$ cat src/rtl/pd_inst_buf_pkg.sv
// Shared constants and types for the pre-decode instruction buffer slice.
// Opcode / REGIMM rt / SPECIAL funct encodings used by the branch classifier.
// Also carries the default width of the in-flight request counters.
package pd_inst_buf_pkg;

  localparam int OUTST_W_DEF = 2;

  localparam logic [5:0] OP_SPECIAL = 6'h00;
  localparam logic [5:0] OP_REGIMM  = 6'h01;
  localparam logic [5:0] OP_J       = 6'h02;
  localparam logic [5:0] OP_JAL     = 6'h03;
  localparam logic [5:0] OP_BEQ     = 6'h04;
  localparam logic [5:0] OP_BNE     = 6'h05;
  localparam logic [5:0] OP_BLEZ    = 6'h06;
  localparam logic [5:0] OP_BGTZ    = 6'h07;

  localparam logic [4:0] RT_BLTZ    = 5'h00;
  localparam logic [4:0] RT_BGEZ    = 5'h01;
  localparam logic [4:0] RT_BLTZAL  = 5'h10;
  localparam logic [4:0] RT_BGEZAL  = 5'h11;

  localparam logic [5:0] FUNCT_JR   = 6'h08;
  localparam logic [5:0] FUNCT_JALR = 6'h09;

  typedef struct packed {
    logic [5:0] op;
    logic [4:0] rs;
    logic [4:0] rt;
    logic [4:0] rd;
    logic [4:0] sa;
    logic [5:0] funct;
  } inst_fields_t;

  function automatic inst_fields_t split_inst(input logic [31:0] inst);
    return inst_fields_t'(inst);
  endfunction

endpackage

$ cat src/rtl/pd_inst_buf_if.sv
// Bundle of pipeline-control, SRAM-return and PD-slot signals for pd_inst_buf.
// master drives the slot/control side and observes the slot result.
// slave is the buffer itself.
interface pd_inst_buf_if;

  logic        refresh;
  logic        stall;
  logic        req_fire;
  logic        inst_data_ok;
  logic [31:0] inst_rdata;
  logic        pd_empty;
  logic        pd_inst_req;
  logic        pd_addr_error;
  logic [31:0] pd_inst;
  logic        pd_inst_ok;
  logic        pd_wait;
  logic        pd_branch;

  modport master (
    output refresh, stall, req_fire, inst_data_ok, inst_rdata,
           pd_empty, pd_inst_req, pd_addr_error,
    input  pd_inst, pd_inst_ok, pd_wait, pd_branch
  );

  modport slave (
    input  refresh, stall, req_fire, inst_data_ok, inst_rdata,
           pd_empty, pd_inst_req, pd_addr_error,
    output pd_inst, pd_inst_ok, pd_wait, pd_branch
  );

endinterface

$ cat src/rtl/pd_predecode.sv
// Combinational branch/jump classifier: inst -> is_branch.
// Zero latency; no state, no handshake.
// Shared with the decode stage so both agree on what counts as a branch.
module pd_predecode
  import pd_inst_buf_pkg::*;
(
  input  logic [31:0] inst,
  output logic        is_branch
);

  inst_fields_t f;
  logic         unused_fields;

  assign f             = split_inst(inst);
  assign unused_fields = ^{f.rs, f.rd, f.sa};

  // Match conditional branches, REGIMM branches, direct and register jumps.
  always_comb begin
    is_branch = 1'b0;
    case (f.op)
      OP_BEQ, OP_BNE, OP_BLEZ, OP_BGTZ, OP_J, OP_JAL: is_branch = 1'b1;
      OP_REGIMM:  is_branch = (f.rt == RT_BLTZ)   || (f.rt == RT_BGEZ) ||
                              (f.rt == RT_BLTZAL) || (f.rt == RT_BGEZAL);
      OP_SPECIAL: is_branch = (f.funct == FUNCT_JR) || (f.funct == FUNCT_JALR);
      default:    is_branch = 1'b0;
    endcase
  end

endmodule

$ cat src/rtl/pd_inst_buf.sv
// PD-slot instruction buffer: pairs SRAM returns with the slot, holds them under stall, drops stale returns after refresh.
// Latency: same cycle as inst_data_ok with PD_INST_BYPASS_EN defined, one cycle later otherwise.
// Backpressure: held word stays until stall falls; pd_wait asks the hazard unit to stall while data is missing.
module pd_inst_buf
  import pd_inst_buf_pkg::*;
#(
  parameter int OUTST_W = OUTST_W_DEF
)(
  input  logic         clk,
  input  logic         resetn,
  pd_inst_buf_if.slave bus
);

`ifdef PD_INST_BYPASS_EN
  localparam bit BYPASS = 1'b1;
`else
  localparam bit BYPASS = 1'b0;
`endif

  localparam logic [OUTST_W-1:0] CNT_MAX  = '1;
  localparam logic [OUTST_W-1:0] CNT_ZERO = '0;
  localparam logic [OUTST_W-1:0] CNT_ONE  = OUTST_W'(1);

  logic [OUTST_W-1:0] outst_cnt, outst_nxt;
  logic [OUTST_W-1:0] disc_cnt, disc_nxt;
  logic               filled;
  logic [31:0]        buf_inst;

  logic               slot_idle;
  logic               discard;
  logic               accept;
  logic [31:0]        pd_inst;
  logic               pd_inst_ok;
  logic               pd_wait;
  logic               is_branch;

  // A slot with no fetch behind it (bubble, fault, no request) never waits for data.
  assign slot_idle = bus.pd_empty | bus.pd_addr_error | !bus.pd_inst_req;
  assign discard   = bus.inst_data_ok & (disc_cnt != CNT_ZERO);
  assign accept    = bus.inst_data_ok & (disc_cnt == CNT_ZERO) & bus.pd_inst_req &
                     !bus.pd_empty & !filled & !bus.refresh;

  // In-flight counter: saturate at both ends instead of wrapping.
  always_comb begin
    outst_nxt = outst_cnt;
    if (bus.req_fire && !bus.inst_data_ok) begin
      if (outst_cnt != CNT_MAX) outst_nxt = outst_cnt + CNT_ONE;
    end else if (!bus.inst_data_ok) begin
      outst_nxt = outst_cnt;
    end else if (!bus.req_fire) begin
      if (outst_cnt != CNT_ZERO) outst_nxt = outst_cnt - CNT_ONE;
    end
  end

  // Discard counter: refresh snapshots pre-flush requests not returning this cycle.
  always_comb begin
    disc_nxt = disc_cnt;
    if (bus.refresh) begin
      if (bus.inst_data_ok && (outst_cnt != CNT_ZERO)) disc_nxt = outst_cnt - CNT_ONE;
      else                                             disc_nxt = outst_cnt;
    end else if (discard) begin
      disc_nxt = disc_cnt - CNT_ONE;
    end
  end

  // Counter registers.
  always_ff @(posedge clk) begin
    if (!resetn) begin
      outst_cnt <= CNT_ZERO;
      disc_cnt  <= CNT_ZERO;
    end else begin
      outst_cnt <= outst_nxt;
      disc_cnt  <= disc_nxt;
    end
  end

  // Holding register: without bypass every accepted word goes through the buffer.
  always_ff @(posedge clk) begin
    if (!resetn) begin
      filled   <= 1'b0;
      buf_inst <= 32'h0;
    end else begin
      if (accept) buf_inst <= bus.inst_rdata;
      if (bus.refresh)   filled <= 1'b0;
      else if (accept)   filled <= BYPASS ? bus.stall : 1'b1;
      else if (!bus.stall) filled <= 1'b0;
    end
  end

  // Slot result: idle slots show a nop, held data wins over the live SRAM word.
  always_comb begin
    pd_inst_ok = slot_idle | filled | (BYPASS & accept);
    pd_wait    = !pd_inst_ok & !bus.refresh;
    pd_inst    = 32'h0;
    if (slot_idle)   pd_inst = 32'h0;
    else if (filled) pd_inst = buf_inst;
    else if (BYPASS) pd_inst = bus.inst_rdata;
  end

  pd_predecode u_predecode (
    .inst      (pd_inst),
    .is_branch (is_branch)
  );

  assign bus.pd_inst    = pd_inst;
  assign bus.pd_inst_ok = pd_inst_ok;
  assign bus.pd_wait    = pd_wait;
  assign bus.pd_branch  = is_branch & pd_inst_ok;

  a_no_outst_overflow: assert property (@(posedge clk) disable iff (!resetn)
    !(bus.req_fire && !bus.inst_data_ok && (outst_cnt == CNT_MAX)));

  a_no_outst_underflow: assert property (@(posedge clk) disable iff (!resetn)
    !(bus.inst_data_ok && !bus.req_fire && (outst_cnt == CNT_ZERO)));

  a_no_data_while_filled: assert property (@(posedge clk) disable iff (!resetn)
    !(bus.inst_data_ok && filled));

endmodule

$ cat src/flat_wrapper.sv
// flat-port wrapper written by rule: the top's interface ports become plain ports
module pd_inst_buf_flat import pd_inst_buf_pkg::*;
#(
  parameter int OUTST_W = OUTST_W_DEF
)
  (clk, resetn, bus_refresh, bus_stall, bus_req_fire, bus_inst_data_ok, bus_inst_rdata, bus_pd_empty, bus_pd_inst_req, bus_pd_addr_error, bus_pd_inst, bus_pd_inst_ok, bus_pd_wait, bus_pd_branch);
  pd_inst_buf_if bus_i ();
  input  logic clk;
  input  logic resetn;
  input wire logic [$bits(bus_i.refresh)-1:0] bus_refresh;
  input wire logic [$bits(bus_i.stall)-1:0] bus_stall;
  input wire logic [$bits(bus_i.req_fire)-1:0] bus_req_fire;
  input wire logic [$bits(bus_i.inst_data_ok)-1:0] bus_inst_data_ok;
  input wire logic [$bits(bus_i.inst_rdata)-1:0] bus_inst_rdata;
  input wire logic [$bits(bus_i.pd_empty)-1:0] bus_pd_empty;
  input wire logic [$bits(bus_i.pd_inst_req)-1:0] bus_pd_inst_req;
  input wire logic [$bits(bus_i.pd_addr_error)-1:0] bus_pd_addr_error;
  output wire logic [$bits(bus_i.pd_inst)-1:0] bus_pd_inst;
  output wire logic [$bits(bus_i.pd_inst_ok)-1:0] bus_pd_inst_ok;
  output wire logic [$bits(bus_i.pd_wait)-1:0] bus_pd_wait;
  output wire logic [$bits(bus_i.pd_branch)-1:0] bus_pd_branch;
  assign bus_i.refresh = bus_refresh;
  assign bus_i.stall = bus_stall;
  assign bus_i.req_fire = bus_req_fire;
  assign bus_i.inst_data_ok = bus_inst_data_ok;
  assign bus_i.inst_rdata = bus_inst_rdata;
  assign bus_i.pd_empty = bus_pd_empty;
  assign bus_i.pd_inst_req = bus_pd_inst_req;
  assign bus_i.pd_addr_error = bus_pd_addr_error;
  assign bus_pd_inst = bus_i.pd_inst;
  assign bus_pd_inst_ok = bus_i.pd_inst_ok;
  assign bus_pd_wait = bus_i.pd_wait;
  assign bus_pd_branch = bus_i.pd_branch;
  pd_inst_buf #(.OUTST_W(OUTST_W)) u_core (.clk(clk), .resetn(resetn), .bus(bus_i));
endmodule
$ cat config.mk
export PLATFORM = sky130hd
export DESIGN_NAME = pd_inst_buf_flat
export DESIGN_NICKNAME = d
export VERILOG_FILES = /design/src/rtl/pd_inst_buf_pkg.sv /design/src/rtl/pd_inst_buf_if.sv /design/src/rtl/pd_predecode.sv /design/src/rtl/pd_inst_buf.sv /design/src/flat_wrapper.sv
export SDC_FILE = /design/constraint.sdc
export NUM_CORES = 1
export LEC_CHECK = 0
export CAP_MARGIN = 10
export CORE_MARGIN = 1
export CORE_UTILIZATION = 25
export CTS_BUF_LIST = sky130_fd_sc_hd__clkbuf_8
export DETAILED_ROUTE_END_ITERATION = 10
export SYNTH_ARGS = -nofsm -noshare
export SYNTH_HDL_FRONTEND = slang
export SYNTH_SLANG_ARGS = --single-unit
$ cat constraint.sdc
create_clock -name clk -period 2 [get_ports clk]
set_input_delay 0.3 -clock clk [delete_from_list [all_inputs] [get_ports clk]]
set_output_delay 0.3 -clock clk [all_outputs]
set_load 0.005 [all_outputs]
# After elaboration in Yosys (flattened, before gate mapping)
# Index checks and enable logic that the tools add are counted.
dict set report classes {
  add_sub_neg 3
  eq_ne 16
  n_mux 13
  n_bitwise 12
  reduce_logical 23
}
# operator n
set ops {}
lappend ops {{32-bit two-way mux} 2}
lappend ops {{6-bit by 3-bit == test with 1-bit output, second input constant} 4}
lappend ops {{2-bit two-way mux} 8}
lappend ops {{6-bit by 2-bit == test with 1-bit output, second input constant} 2}
lappend ops {{6-bit by 4-bit == test with 1-bit output, second input constant} 2}
lappend ops {{5-bit == test, second input constant} 2}
lappend ops {{2-bit nonzero test} 5}
lappend ops {{1-bit bitwise AND} 8}
lappend ops {{6-bit by 1-bit == test with 1-bit output, second input constant} 1}
lappend ops {{1-bit zero test} 6}
lappend ops {{6-bit zero test} 1}
lappend ops {{6-bit OR reduction} 1}
lappend ops {{5-bit by 1-bit == test with 1-bit output, second input constant} 1}
lappend ops {{5-bit zero test} 1}
lappend ops {{1-bit logical OR} 4}
lappend ops {{2-bit by 1-bit != test with 1-bit output, second input constant} 2}
lappend ops {{2-bit != test, second input constant} 2}
lappend ops {{4-bit AND reduction} 1}
lappend ops {{2-bit by 1-bit subtractor with 2-bit output, second input constant} 2}
lappend ops {{1-bit OR} 3}
lappend ops {{1-bit case mux with 3 select lines} 1}
lappend ops {{2-bit by 1-bit adder with 2-bit output, second input constant} 1}
lappend ops {{1-bit logical AND} 2}
lappend ops {{2-bit zero test} 1}
lappend ops {{3 further kinds} 4}
dict set report word_totals {
  ff_bits 37
  in_bits 41
  out_inout_bits 35
  elab_cells 71
}

# Logic depth before layout (Yosys ltp)
dict set report depth {
  depth_word 9
  depth_mapped 6
  mapped_depth_nobuf 5
}

# Cells and area by module
# A second synthesis with hierarchy kept.
dict set report hier_totals {
  cells_unflattened 221
  area_unflattened_um2 1901.8
}
# mod instances cells_each area_per_inst_um2 seq_area_each_um2
set modules_own_cells {}
lappend modules_own_cells {pd_inst_buf 1 216 1858.0 740.7}
lappend modules_own_cells {pd_predecode 1 5 43.8 0.0}

# Worst setup path after synthesis
# OpenSTA, ideal clock, no wires.
dict set report synth_timing {
  path_kind {reg-to-reg}
  from {register u_core.outst_cnt[0]}
  to {register u_core.outst_cnt[0]}
  setup_ns 0.076
  arrival_ns 1.302
  required_time_ns 1.924
  path_slack_ns 0.623
  stages_incl_launch_ff 6
  path_buffers 0
  period_less_slack_ns 1.377
  path_cell_list {dfxtp_1 -> inv_1 -> ha_1 -> mux2_2 -> or3_1 -> a21boi_0}
}
dict set report synth_via {
  elab_chain_len 5
  word_cells_on_any_way 12
  classes_between {add/sub (2); eq/ne (2); mux (5); reduce/logical (3)}
}
# element line_no
set synth_lines {}
lappend synth_lines {{start, declared} pd_inst_buf.sv:24} ;# logic [OUTST_W-1:0] outst_cnt, outst_nxt;
lappend synth_lines {{start signal, assigned} pd_inst_buf.sv:72} ;# outst_cnt <= outst_nxt;
lappend synth_lines {{2-bit by 1-bit subtractor with 2-bit output} pd_inst_buf.sv:51} ;# if (outst_cnt != CNT_ZERO) outst_nxt = outst_cnt - CNT_ONE;
lappend synth_lines {{2-bit two-way mux} pd_inst_buf.sv:51}
lappend synth_lines {{2-bit two-way mux} pd_inst_buf.sv:50} ;# end else if (!bus.req_fire) begin
lappend synth_lines {{2-bit two-way mux} pd_inst_buf.sv:48} ;# end else if (!bus.inst_data_ok) begin
lappend synth_lines {{2-bit two-way mux} pd_inst_buf.sv:46} ;# if (bus.req_fire && !bus.inst_data_ok) begin
# Several ways; a longest one is shown, not always the timed one. The select of a mux whose other input is x is not followed.
# A chain may end at the register's enable or synchronous reset.

# Worst setup path after layout
dict set report layout_timing {
  from {input bus_pd_empty}
  to {output bus_pd_branch}
}
dict set report layout_via {
  elab_chain_len 9
  word_cells_on_any_way 25
  classes_between {eq/ne (12); mux (2); bitwise (4); reduce/logical (7)}
}
# element line_no
set layout_lines {}
lappend layout_lines {{start, declared} flat_wrapper.sv:15} ;# input wire logic [$bits(bus_i.pd_empty)-1:0] bus_pd_empty;
lappend layout_lines {{1-bit OR * (2 in series)} pd_inst_buf.sv:38} ;# assign slot_idle = bus.pd_empty | bus.pd_addr_error | !bus.pd_inst_req;
lappend layout_lines {{32-bit two-way mux} pd_inst_buf.sv:95} ;# if (slot_idle) pd_inst = 32'h0;
lappend layout_lines {{5-bit by 1-bit == test with 1-bit output or 5-bit zero test (tied branches)} pd_predecode.sv:22} ;# OP_REGIMM: is_branch = (f.rt == RT_BLTZ) || (f.rt == RT_BGEZ) ||
lappend layout_lines {{1-bit logical OR (2 in series)} pd_predecode.sv:22}
lappend layout_lines {{1-bit logical OR} pd_predecode.sv:23} ;# (f.rt == RT_BLTZAL) || (f.rt == RT_BGEZAL);
lappend layout_lines {{1-bit case mux with 3 select lines} pd_predecode.sv:20} ;# case (f.op)
lappend layout_lines {{1-bit bitwise AND *} pd_inst_buf.sv:108} ;# assign bus.pd_branch = is_branch & pd_inst_ok;
lappend layout_lines {{end, declared} flat_wrapper.sv:21} ;# output wire logic [$bits(bus_i.pd_branch)-1:0] bus_pd_branch;
# Every way passes the cells marked *; elsewhere a longest branch is shown, timed or not.

==> impl_metrics.env <==
export IMPL_syn_to_final_growth_pct=57.4
export IMPL_power_total_mw=1.73
export IMPL_max_freq_mhz=522
export IMPL_cp_start_kind="input pin"
export IMPL_yosys_area_share_adder_pct=2.61
export IMPL_muxShareOfSynthArea_pct=18.5
export IMPL_syn_area_um2=1920
export IMPL_p_sw_share_pct=23.2
export IMPL_placeableCoreArea_um2=7330
export IMPL_place_area_um2=2810
export IMPL_drv_cap=0
export IMPL_cts_clk_slew_worst_paths_ns=0.08
export IMPL_synth_simple_area_share_pct=31.6
export IMPL_status="completed"
export IMPL_viasPerCell=4.28
export IMPL_drive_gt1_share_pct=17.6
export IMPL_clock_latency_ns=0.28
export IMPL_grt_overflow=0
export IMPL_syn_num_nets=267
export IMPL_yosysTopAreaCell="dfxtp_1"
export IMPL_wl_met1_um=2090
export IMPL_setup_violations=0
export IMPL_synth_xor_area_share_pct=0.913
export IMPL_arrival_ns=1.62
export IMPL_initial_core_util_pct=26.2
export IMPL_drt_iter0_markers=47
export IMPL_ios=76
export IMPL_post_route_util_pct=41.2
export IMPL_critical_path_max_fanout=4
export IMPL_power_density_nw_per_um2=572
export IMPL_ant_nets=0
export IMPL_tritoncts="done"
export IMPL_antenna_found_initial=0
export IMPL_skew_ns=0.00594
export IMPL_post_route_drc_count=0
export IMPL_end_kind="output port"
export IMPL_die_height_um=89.6
export IMPL_cp_required_ns=1.70
export IMPL_ir_worst_vdd_mv=0.344
export IMPL_final_max_slew_viol_count=0
export IMPL_tightest_slew_ns=0.420
export IMPL_fillers=724
export IMPL_cellLeakagePower_nw=1.20
export IMPL_die_w_um=89.6
export IMPL_dp_hpwl_um=3230
export IMPL_dieArea_um2=8030
export IMPL_clockRootBuffer="clkbuf_8"
export IMPL_yosysTopAreaCellShare_pct=38.6
export IMPL_p_clk_share_pct=39.1
export IMPL_rsz0062_at_grt="false"
export IMPL_slew_headroom_pct=71.6
export IMPL_synth_most_common_cell="nand2_1"
export IMPL_h_tree_depth=2
export IMPL_port_buffers=75
export IMPL_setup_tns_ns=0
export IMPL_synth_top_flop_cell="dfxtp_1"
export IMPL_async_reset_ff_share_pct=0
export IMPL_yosysWarnings=0
export IMPL_cts_buffers=5
export IMPL_antenna_cells=0
export IMPL_critPathKind="input pin to output port"
export IMPL_grt_max_degree=39
export IMPL_fin_crit_ns=1.92
export IMPL_finalNetCount=351
export IMPL_final_period_utilization_pct=95.8
export IMPL_synth_compound_area_share_pct=2.80
export IMPL_top_layer_used="met4"
export IMPL_finalHoldViolations=0
export IMPL_synth_seq_cells=37
export IMPL_synth_edf_count=0
export IMPL_finish_instance_area_um2=3020
export IMPL_num_rows=31
export IMPL_first_pass_iters=4
export IMPL_intPower_mw=1.33
export IMPL_grt_first_pass_wirelength_um=7920
export IMPL_switching_power_mw=0.400
export IMPL_clock_sinks=37
export IMPL_hold_class="flip-flop to flip-flop"
export IMPL_p_seq_share_pct=45.2
export IMPL_wl_met3_um=346
export IMPL_first_global_vias=1682
export IMPL_vias=1736
export IMPL_wl_per_cell_um=12.1
export IMPL_yosysSeqAreaShare_pct=38.6
export IMPL_synthTopCellsByCount="67 x nand2_1, 37 x dfxtp_1, 32 x and2_1, 32 x mux2i_1, 6 x clkbuf_1"
export IMPL_syn_area_per_cell_um2=8.64
export IMPL_wl_met2_um=2460
export IMPL_synth_top_family_by_area="simple AND/OR/NAND/NOR gates"
export IMPL_synth_distinct_cells=29
export IMPL_pwr_share_comb_pct=15.7
export IMPL_clk_path_buf_depth=2
export IMPL_gp_congestion=0.727
export IMPL_synth_cells=222
export IMPL_track_usage_pct=13.1
export IMPL_synth_area_leaders="dfxtp_1 39%, mux2i_1 17%, nand2_1 13%, and2_1 10%, ha_1 2.6%"
export IMPL_postRouteWirelength_um=4920
==> worst paths after layout <==
path	depth (start not counted)	slack, ns	from	to
setup / recovery	8	0.08	bus_pd_empty	bus_pd_branch
hold / removal	2	0.45	u_core.buf_inst[20]	u_core.buf_inst[20]
setup reg to reg	5	0.50	u_core.outst_cnt[0]	u_core.outst_cnt[0]
hold reg to reg	2	0.45	u_core.buf_inst[20]	u_core.buf_inst[20]
==> cell families (layout without fill, tap and decap cells) <==
kind of cell             count (synthesis)  after routing
AO/OA/AOI/OAI                            8              8
adder cells (fa/ha/maj)                  4              4
flip-flops                              37             37
buffers and inverters                   18            103
multiplexers                            35             35
AND/OR/NAND/NOR                        118            118
XOR/XNOR                                 2              2
==> placed cells by master, fill, tap and decap left out, types with 4 or more instances in the layout <==
cell type / count
mux2i_1: 32
buf_12: 5
and2_1: 30
inv_1: 5
nand2_1: 67
clkdlybuf4s50_1: 37
clkbuf_8: 6
clkdlybuf4s15_1: 5
ha_1: 4
clkdlybuf4s15_2: 12
buf_4: 7
dfxtp_1: 37
buf_2: 10
dlygate4sd2_1: 10
==> repair_timing <==
action / 4_1_cts / 5_1_grt
hold buffers: 0 / 0
buffers inserted: 4 / 0
cloned: 3 / 0
gates resized for setup: 98 / 2
pin swaps: 1 / 1
endpoints found under the setup margin: 35 / 17
hold endpoints to repair: 0 / 0
==> critical path, stage by stage <==
cell and delay [ns]:
dlygate4sd2_1 0.24, nand2b_4 0.15, nor3b_4 0.21, buf_12 0.13, buf_6 0.10, bufbuf_16 0.24
and3b_1 0.15, buf_2 0.10
==> layer usage <==
layer | global-route usage, % | vias to the layer above
li1 | - | 897
met1 | 15.3 | 786
met2 | 23.5 | 51
met3 | 3.84 | 2
met4 | 3.46 | 0
met5 | 0 | -
==> final cells by class <==
cell class / instances / area, µm² / share of cell area [%]
Sequential cell: 37 / 741 / 24.5
Inverter: 5 / 18.8 / 0.622
Multi-Input combinational cell: 167 / 1090 / 36.2
Clock buffer: 6 / 82.6 / 2.74
Timing Repair Buffer: 90 / 922 / 30.5
Clock inverter: 2 / 37.5 / 1.24
Tap cell: 99 / 124 / 4.10
==> power groups by stage <==
stage / clock (mW) / sequential (mW) / combinational (mW)
after floorplan: 0 / 0.793 / 0.158
after global placement: 0 / 0.797 / 0.271
after detailed placement: 0 / 0.798 / 0.277
after CTS: 0.706 / 0.781 / 0.277
after global routing: 0.744 / 0.784 / 0.304
final: 0.675 / 0.781 / 0.272
==> stage by stage <==
stage	cells	setup slack, ns	hold WS (ns)
6_report	406	0.0845	0.452
5_1_grt	406	0.00310	0.467
4_1_cts	407	-0.00485	0.457
2_1_floorplan	222	0.623	0.430
3_5_place_dp	392	-0.284	0.443
3_3_place_gp	392	-0.283	0.439
==> registers in the layout, summed over array words and instances, names as in the netlist <==
signal and flops:
u_core.outst_cnt 2, u_core.disc_cnt 2, u_core.buf_inst 32, u_core.filled 1
No activity file was read; power rests on OpenSTA's default activity.
